### config.mk
export PLATFORM = sky130hd
export DESIGN_NAME = cdb_rr_arbiter
export DESIGN_NICKNAME = d
export VERILOG_FILES = /design/src/rtl/cdb_rr_arbiter.sv
export SDC_FILE = /design/constraint.sdc
export NUM_CORES = 1
export LEC_CHECK = 0
export CELL_PAD_IN_SITES_DETAIL_PLACEMENT = 1
export CELL_PAD_IN_SITES_GLOBAL_PLACEMENT = 1
export CORE_UTILIZATION = 25
export CTS_CLUSTER_DIAMETER = 120
export DETAILED_ROUTE_END_ITERATION = 12
export PLACE_DENSITY = 0.95
export RECOVER_POWER = 50
export SLEW_MARGIN = 20
export SYNTH_ARGS = -nofsm -noshare
export SYNTH_HDL_FRONTEND = slang
export SYNTH_SLANG_ARGS = --single-unit
export TNS_END_PERCENT = 50
### constraint.sdc
create_clock -name clk -period 8.7 [get_ports clk]
set_input_delay 0.87 -clock clk [delete_from_list [all_inputs] [get_ports clk]]
set_output_delay 0.87 -clock clk [all_outputs]
set_load 0.05 [all_outputs]
### src/rtl/cdb_rr_arbiter.sv
// cdb_rr_arbiter: round-robin arbiter steering one of N_REQS result producers into a registered CDB slot
module cdb_rr_arbiter #(
    parameter int WIDTH = 32,
    parameter int N_REQS = 4,
    localparam int PTR_W = $clog2(N_REQS)
) (
    input  logic                           clk,
    input  logic                           rst_n,
    input  logic [N_REQS-1:0]              req_valid,
    input  logic [N_REQS-1:0][WIDTH-1:0]   req_data,
    output logic [N_REQS-1:0]              req_ready,
    output logic [N_REQS-1:0]              grant,
    output logic                           out_valid,
    output logic [WIDTH-1:0]               out_data,
    output logic [N_REQS-1:0]              out_src,
    input  logic                           out_ready
);
    logic [PTR_W-1:0]  prio_q, prio_d, nxt_ptr, idx;
    logic              out_valid_q, out_valid_d, load_en, xfer;
    logic [WIDTH-1:0]  out_data_q, out_data_d, mux_data;
    logic [N_REQS-1:0] out_src_q, out_src_d;

    // Scanning from the lowest priority upward lets the last hit be the winner.
    always_comb begin
        grant = '0;
        nxt_ptr = prio_q;
        idx = '0;
        for (int i = N_REQS - 1; i >= 0; i--) begin
            idx = PTR_W'((int'(prio_q) + i) % N_REQS);
            if (req_valid[idx]) begin
                grant = N_REQS'(1) << idx;
                nxt_ptr = PTR_W'((int'(idx) + 1) % N_REQS);
            end
        end
    end

    always_comb begin
        mux_data = '0;
        for (int i = 0; i < N_REQS; i++) mux_data |= req_data[i] & {WIDTH{grant[i]}};
    end

    assign load_en   = ~out_valid_q | out_ready;
    assign req_ready = grant & {N_REQS{load_en}};
    assign xfer      = |req_ready;

    always_comb begin
        out_valid_d = xfer | (out_valid_q & ~out_ready);
        out_data_d  = xfer ? mux_data : out_data_q;
        out_src_d   = xfer ? grant : out_src_q;
        prio_d      = xfer ? nxt_ptr : prio_q;
    end

    always_ff @(posedge clk) begin
        if (!rst_n) begin
            out_valid_q <= 1'b0;
            out_data_q  <= '0;
            out_src_q   <= '0;
            prio_q      <= '0;
        end else begin
            out_valid_q <= out_valid_d;
            out_data_q  <= out_data_d;
            out_src_q   <= out_src_d;
            prio_q      <= prio_d;
        end
    end

    assign out_valid = out_valid_q;
    assign out_data  = out_data_q;
    assign out_src   = out_src_q;

    a_grant_onehot0: assert property (@(posedge clk) disable iff (!rst_n) $onehot0(grant));
    a_src_onehot:    assert property (@(posedge clk) disable iff (!rst_n) out_valid_q |-> $onehot(out_src_q));
    a_ready_valid:   assert property (@(posedge clk) disable iff (!rst_n) (req_ready & ~req_valid) == '0);
endmodule

* Yosys cells after proc, flatten, opt, wreduce, memory -nomap -nowiden
Cells that the tools add are included.
Storage, ports and cells: register bits 39, input port bits 135
Cells by class: add/sub/neg operators 6, magnitude comparators 4, shifts and indexed selects 4, multiplexer cells 16, bitwise gates (word level) 13, reductions and logical operators 3
Operators with widths (count):
- $and A32 B32 Y32 | 4
- $or A32 B32 Y32 | 3
- $mux W4 | 4
- $shl A1 B2 Y4 const A | 4
- $lt A2 B3 Y1 const B | 4
- $add A2 B1 Y2 const B | 4
- $bmux W1 S2 | 4
- $mux W2 | 4
- $add A2 B2 Y2 const B | 2
- $and A4 B4 Y4 | 1
- $mux W1 | 4
- $reduce_bool A4 Y1 | 1
- $reduce_or A4 Y1 | 1
- $not A1 Y1 | 2
- $or A1 B1 Y1 | 2
- $reduce_and A2 Y1 | 1
- $and A1 B1 Y1 | 1

* Longest topological paths before layout
depth in word-level cells 11, depth in mapped cells 12, gate-level depth less buffers 8

* Least setup slack after synthesis
No wires, ideal clock.
path type register to output, from reg prio_q[0], to out req_ready[0], data arrival time 3353 ps, data required time 7830 ps, slack 4477 ps, stages on the path, launching flop included 10, cells stage by stage dfxtp_1 buf_6 inv_1 ha_1 mux4_2 buf_6 a21o_1 a22oi_1 clkbuf_1 and2_1
On the way: word-level cells in the longest chain between the ends 8, elaborated cells between the ends (all ways) 20, classes of those cells add/sub: 3; shift: 4; mux: 12; bitwise: 1
Ends and longest elaborated chain:
- from (decl) | RTL line 18 | logic [PTR_W-1:0] prio_q, prio_d, nxt_ptr, idx;
- from (signal assigned) | RTL line 63 | prio_q <= prio_d;
- $add A2 B2 Y2 | RTL line 29 | idx = PTR_W'((int'(prio_q) + i) % N_REQS);
- $bmux W1 S2 | RTL line 30 | if (req_valid[idx]) begin
- $mux W1 (implied by the code) | RTL line 30
- $mux W4 (3 in series) | RTL line 30
- $mux W4 (*) | RTL line 30
- via grant[0] | RTL line 12 | output logic [N_REQS-1:0] grant,
- $and A4 B4 Y4 (*) | RTL line 43 | assign req_ready = grant & {N_REQS{load_en}};
- to (decl) | RTL line 11 | output logic [N_REQS-1:0] req_ready,
Mark *: on every way through the listed nets, which the timed path passes. The rest lies on a longest branch. The select of a mux whose other input is x is not followed.

* Final worst setup path
from reg prio_q[0], to out req_ready[3]
On the way: word-level cells in the longest chain between the ends 8, elaborated cells between the ends (all ways) 20, classes of those cells add/sub: 3; shift: 4; mux: 12; bitwise: 1
Ends and longest elaborated chain (RTL line):
- $add A2 B2 Y2 | 29
- $bmux W1 S2 | 30
- $mux W1 (implied by the code) | 30
- $mux W4 (3 in series) | 30
- $mux W4 (*) | 30
- $and A4 B4 Y4 (*) | 43
Every way passes the cells marked *; elsewhere a longest branch is shown, timed or not. The select of a mux whose other input is x is not followed.

==> run_results.csv <==
group,metric,value,unit
outcome,status,"finished with violations",
outcome,violations,"capacitance limit, slew limit",
timing,finalHoldViolations,0,
clocking,cts_tree,"done",
yosys,synth.most_common_cell,"dfxtp_1",
timing,maxSlewViolCount,39,
pwr,clock_power_share,0.093,
routing,via_count,3033,
setup_path,critPathMaxFanout,38,
worst_hold_path,holdCritPathClass,"reg2reg",
clocking,cts_root_buf,"clkbuf_8",
place,io_buffers,179,
clocking,cts_buffers,5,
yosys,ys_types,37,
yosys,ys_top_cells_by_count,"dfxtp_1, nand2_1, nor2_1, a222oi_1, a311oi_1",
yosys,avgSynthCellArea,8.80,um2
pwr,comb_power_share,0.728,
yosys,ys_ff_latch,39,
setup_path,cp_num_cells,8,
place,post-dp-hpwl,7.97,mm
setup_path,crit_path_start_kind,"register",
routing,drtAntennaViolNets,0,
setup_path,r2r_end,"out_data[24]",
yosys,synth_area_leader_cell,"dfxtp_1",
yosys,netlist_top_cells_area,"dfxtp_1, a222oi_1, a311oi_1",
yosys,synth_area,0.00239,mm2
routing,wire_per_inst,18.6,um
pwr,netSwitchingFraction,0.544,
setup_path,r2r_slack,2950,ps
routing,firstDrtPassIters,8,
timing,fin_skew,14.9,ps
setup_path,path_class,"reg2out",
floorplanning,die-area,0.00996,mm2
cells_and_area,syn_to_final_growth,81.8,%
global_routing,grt_antenna_before_repair,0,
floorplanning,chipHeight,99.8,um
pwr,max-vdd-ir-drop,263,uV
cells_and_area,final_nets,577,
global_routing,grt_pass1_wl,16.4,mm
floorplanning,start_util,0.259,
pwr,p_sw,0.000907,W
worst_hold_path,hp-start,"out_src[2]",
floorplanning,io_pins,180,
yosys,synthArstFlopShare,0,
pwr,seq_power_share,0.180,
worst_hold_path,min_path_cells,2,
clocking,cts_setup_buffers,0,
yosys,synth-edff-count,0,
worst_hold_path,holdPathEnd,"out_src[2]",
routing,drt-total-wl,10.5,mm
setup_path,path_cells,"inv_1 -> ha_1 -> mux4_2 -> or4b_1 -> a32oi_2 -> clkbuf_1 -> and2_1 -> clkdlybuf4s50_1",
global_routing,overflow,0,
setup_path,slowest_delay,1310,ps
cells_and_area,multi_input_area,0.00144,mm2
routing,dr.first_iter.drc_count,157,
timing,final-setup-viol-count,0,
floorplanning,rows,35,
place,dp.cells,556,
yosys,yosysWarnings,0,
timing,fin_crit,6190,ps
setup_path,slowest_stage,"clkbuf_1",
clocking,h-tree-depth,2,
floorplanning,core,0.00924,mm2
timing,fin_tns_setup,0,ps
setup_path,endpoint_kind,"output pin",
clocking,clock_latency,300,ps
yosys,netlist.area_leader.share,0.326,
setup_path,cp.buffers_inverters,3,
cells_and_area,drive_gt1_frac,0.0575,
yosys,netlist_instances,272,
yosys,synth_ff_type,"dfxtp_1",
timing,tightestPinTransition,1790,ps
pwr,leakage,1.63,nW
global_routing,grt_max_degree,59,
cells_and_area,final_cells,564,
pwr,p_per_area,383,mW/mm2
yosys,synth_fp_nets,415,
place,place.gp.congestion,0.789,
yosys,synth_seq_area_share,0.326,
setup_path,worst_ep_arrival_time,5320,ps
timing,period_share,0.712,
clocking,cts.clk_slew.worst_paths,70,ps
cells_and_area,seqCellArea,781,um2
clocking,cts_buffer_depth,2,
clocking,cts.sinks,39,
cells_and_area,fillers,1082,
global_routing,grt_use_total,0.212,
cells_and_area,antennaDiodeCount,0,
clocking,cts_resized,0,
routing,drc,0,
clocking,hold_buffers,0,
pwr,p_int,0.000759,W
timing,max-slew-margin-rel,-0.190,
timing,rsz0062_at_grt,"no",
setup_path,path_delay_family,"buffers and inverters",
routing,via_per_inst,5.38,
floorplanning,die_w,99.8,um
timing,fmax,0.161,GHz
run,max_cap_violations,1,
setup_path,r2r_cells,10,
setup_path,rr_startpoint,"prio_q[0]",
setup_path,cp.required,7830,ps
global_routing,grt_pass1_vias,3258,
-- layout by cell type, fill, tap and decap left out, types with 3 or more instances in the layout --
master / n
clkdlybuf4s50_1: 142
dfxtp_1: 39
nand2_1: 38
dlygate4sd3_1: 37
nor2_1: 36
a222oi_1: 32
a311oi_1: 32
inv_1: 8
ha_1: 8
a21oi_1: 6
clkbuf_8: 5
mux4_2: 4
and2_1: 4
mux2i_1: 4
buf_4: 4
o21ai_0: 3
-- worst register-to-register path, cell delays in order (launching register included) --
cell and delay, ps:
dfxtp_1 690, inv_1 220, ha_1 450, mux4_2 450
or4b_1 570, a32oi_2 220, clkbuf_1 1310, o41a_1 670
buf_4 560, nor2_1 140, a311oi_1 360
-- state kept, by name, indices dropped and copies added (netlist names) --
name	cells
prio_q	2
out_src	4
out_data	32
out_valid	1
-- worst max path at each step --
stage / from / end / slack, ps
after floorplan: prio_q[0] / req_ready[0] / 4480
after global placement: req_valid[2] / req_ready[3] / 3700
after detailed placement: req_valid[2] / req_ready[2] / 3580
after CTS: prio_q[0] / req_ready[2] / 3430
after global routing: prio_q[0] / req_ready[3] / 2080
final: prio_q[0] / req_ready[3] / 2510
-- per-stage QoR --
stage               worst slack, ps   util  instance area (um2)  power (W)  hold WS, ps
global placement               3700  0.459                 4240    0.00151          443
detailed placement             3580  0.459                 4240    0.00155          447
global route                   2080  0.471                 4350    0.00178          493
floorplan                      4480      -                 2390    0.00118          642
CTS                            3430  0.471                 4350    0.00171          458
finish                         2510  0.471                 4350    0.00167          451
-- power by group through the flow --
stage / Combinational (W) / Clock, W / Sequential [W]
global route: 0.00130 / 0.000169 / 0.000311
floorplan: 0.000641 / 0 / 0.000535
global placement: 0.00120 / 0 / 0.000303
CTS: 0.00125 / 0.000160 / 0.000304
detailed placement: 0.00124 / 0 / 0.000309
finish: 0.00121 / 0.000154 / 0.000299
-- cells by family after synthesis --
logic type,count (synthesis),synth area share
AOI/OAI and AO/OA,89,0.331
xor gates and xnor gates,1,0.00366
adders and majority gates,8,0.0418
buffers and inverters,38,0.0821
DFF,39,0.326
muxes,8,0.0544
and+or+nand+nor,89,0.161
-- layout make-up --
type	instances	share of cell area
well taps	129	0.0371
clock buffers	5	0.0158
inverters	9	0.00777
multi-input cells	195	0.330
flip-flops and latches	39	0.180
clock inverters	3	0.0101
repair buffers	184	0.420
-- routing by layer --
layer | GRT usage | up-vias | share of wire
li1 | - | 1401 | -
met1 | 0.220 | 1457 | 0.36
met2 | 0.395 | 147 | 0.53
met3 | 0.0585 | 28 | 0.073
met4 | 0.101 | 0 | 0.037
met5 | 0 | - | 0
Note: power is estimated with default switching activity, not from simulation.
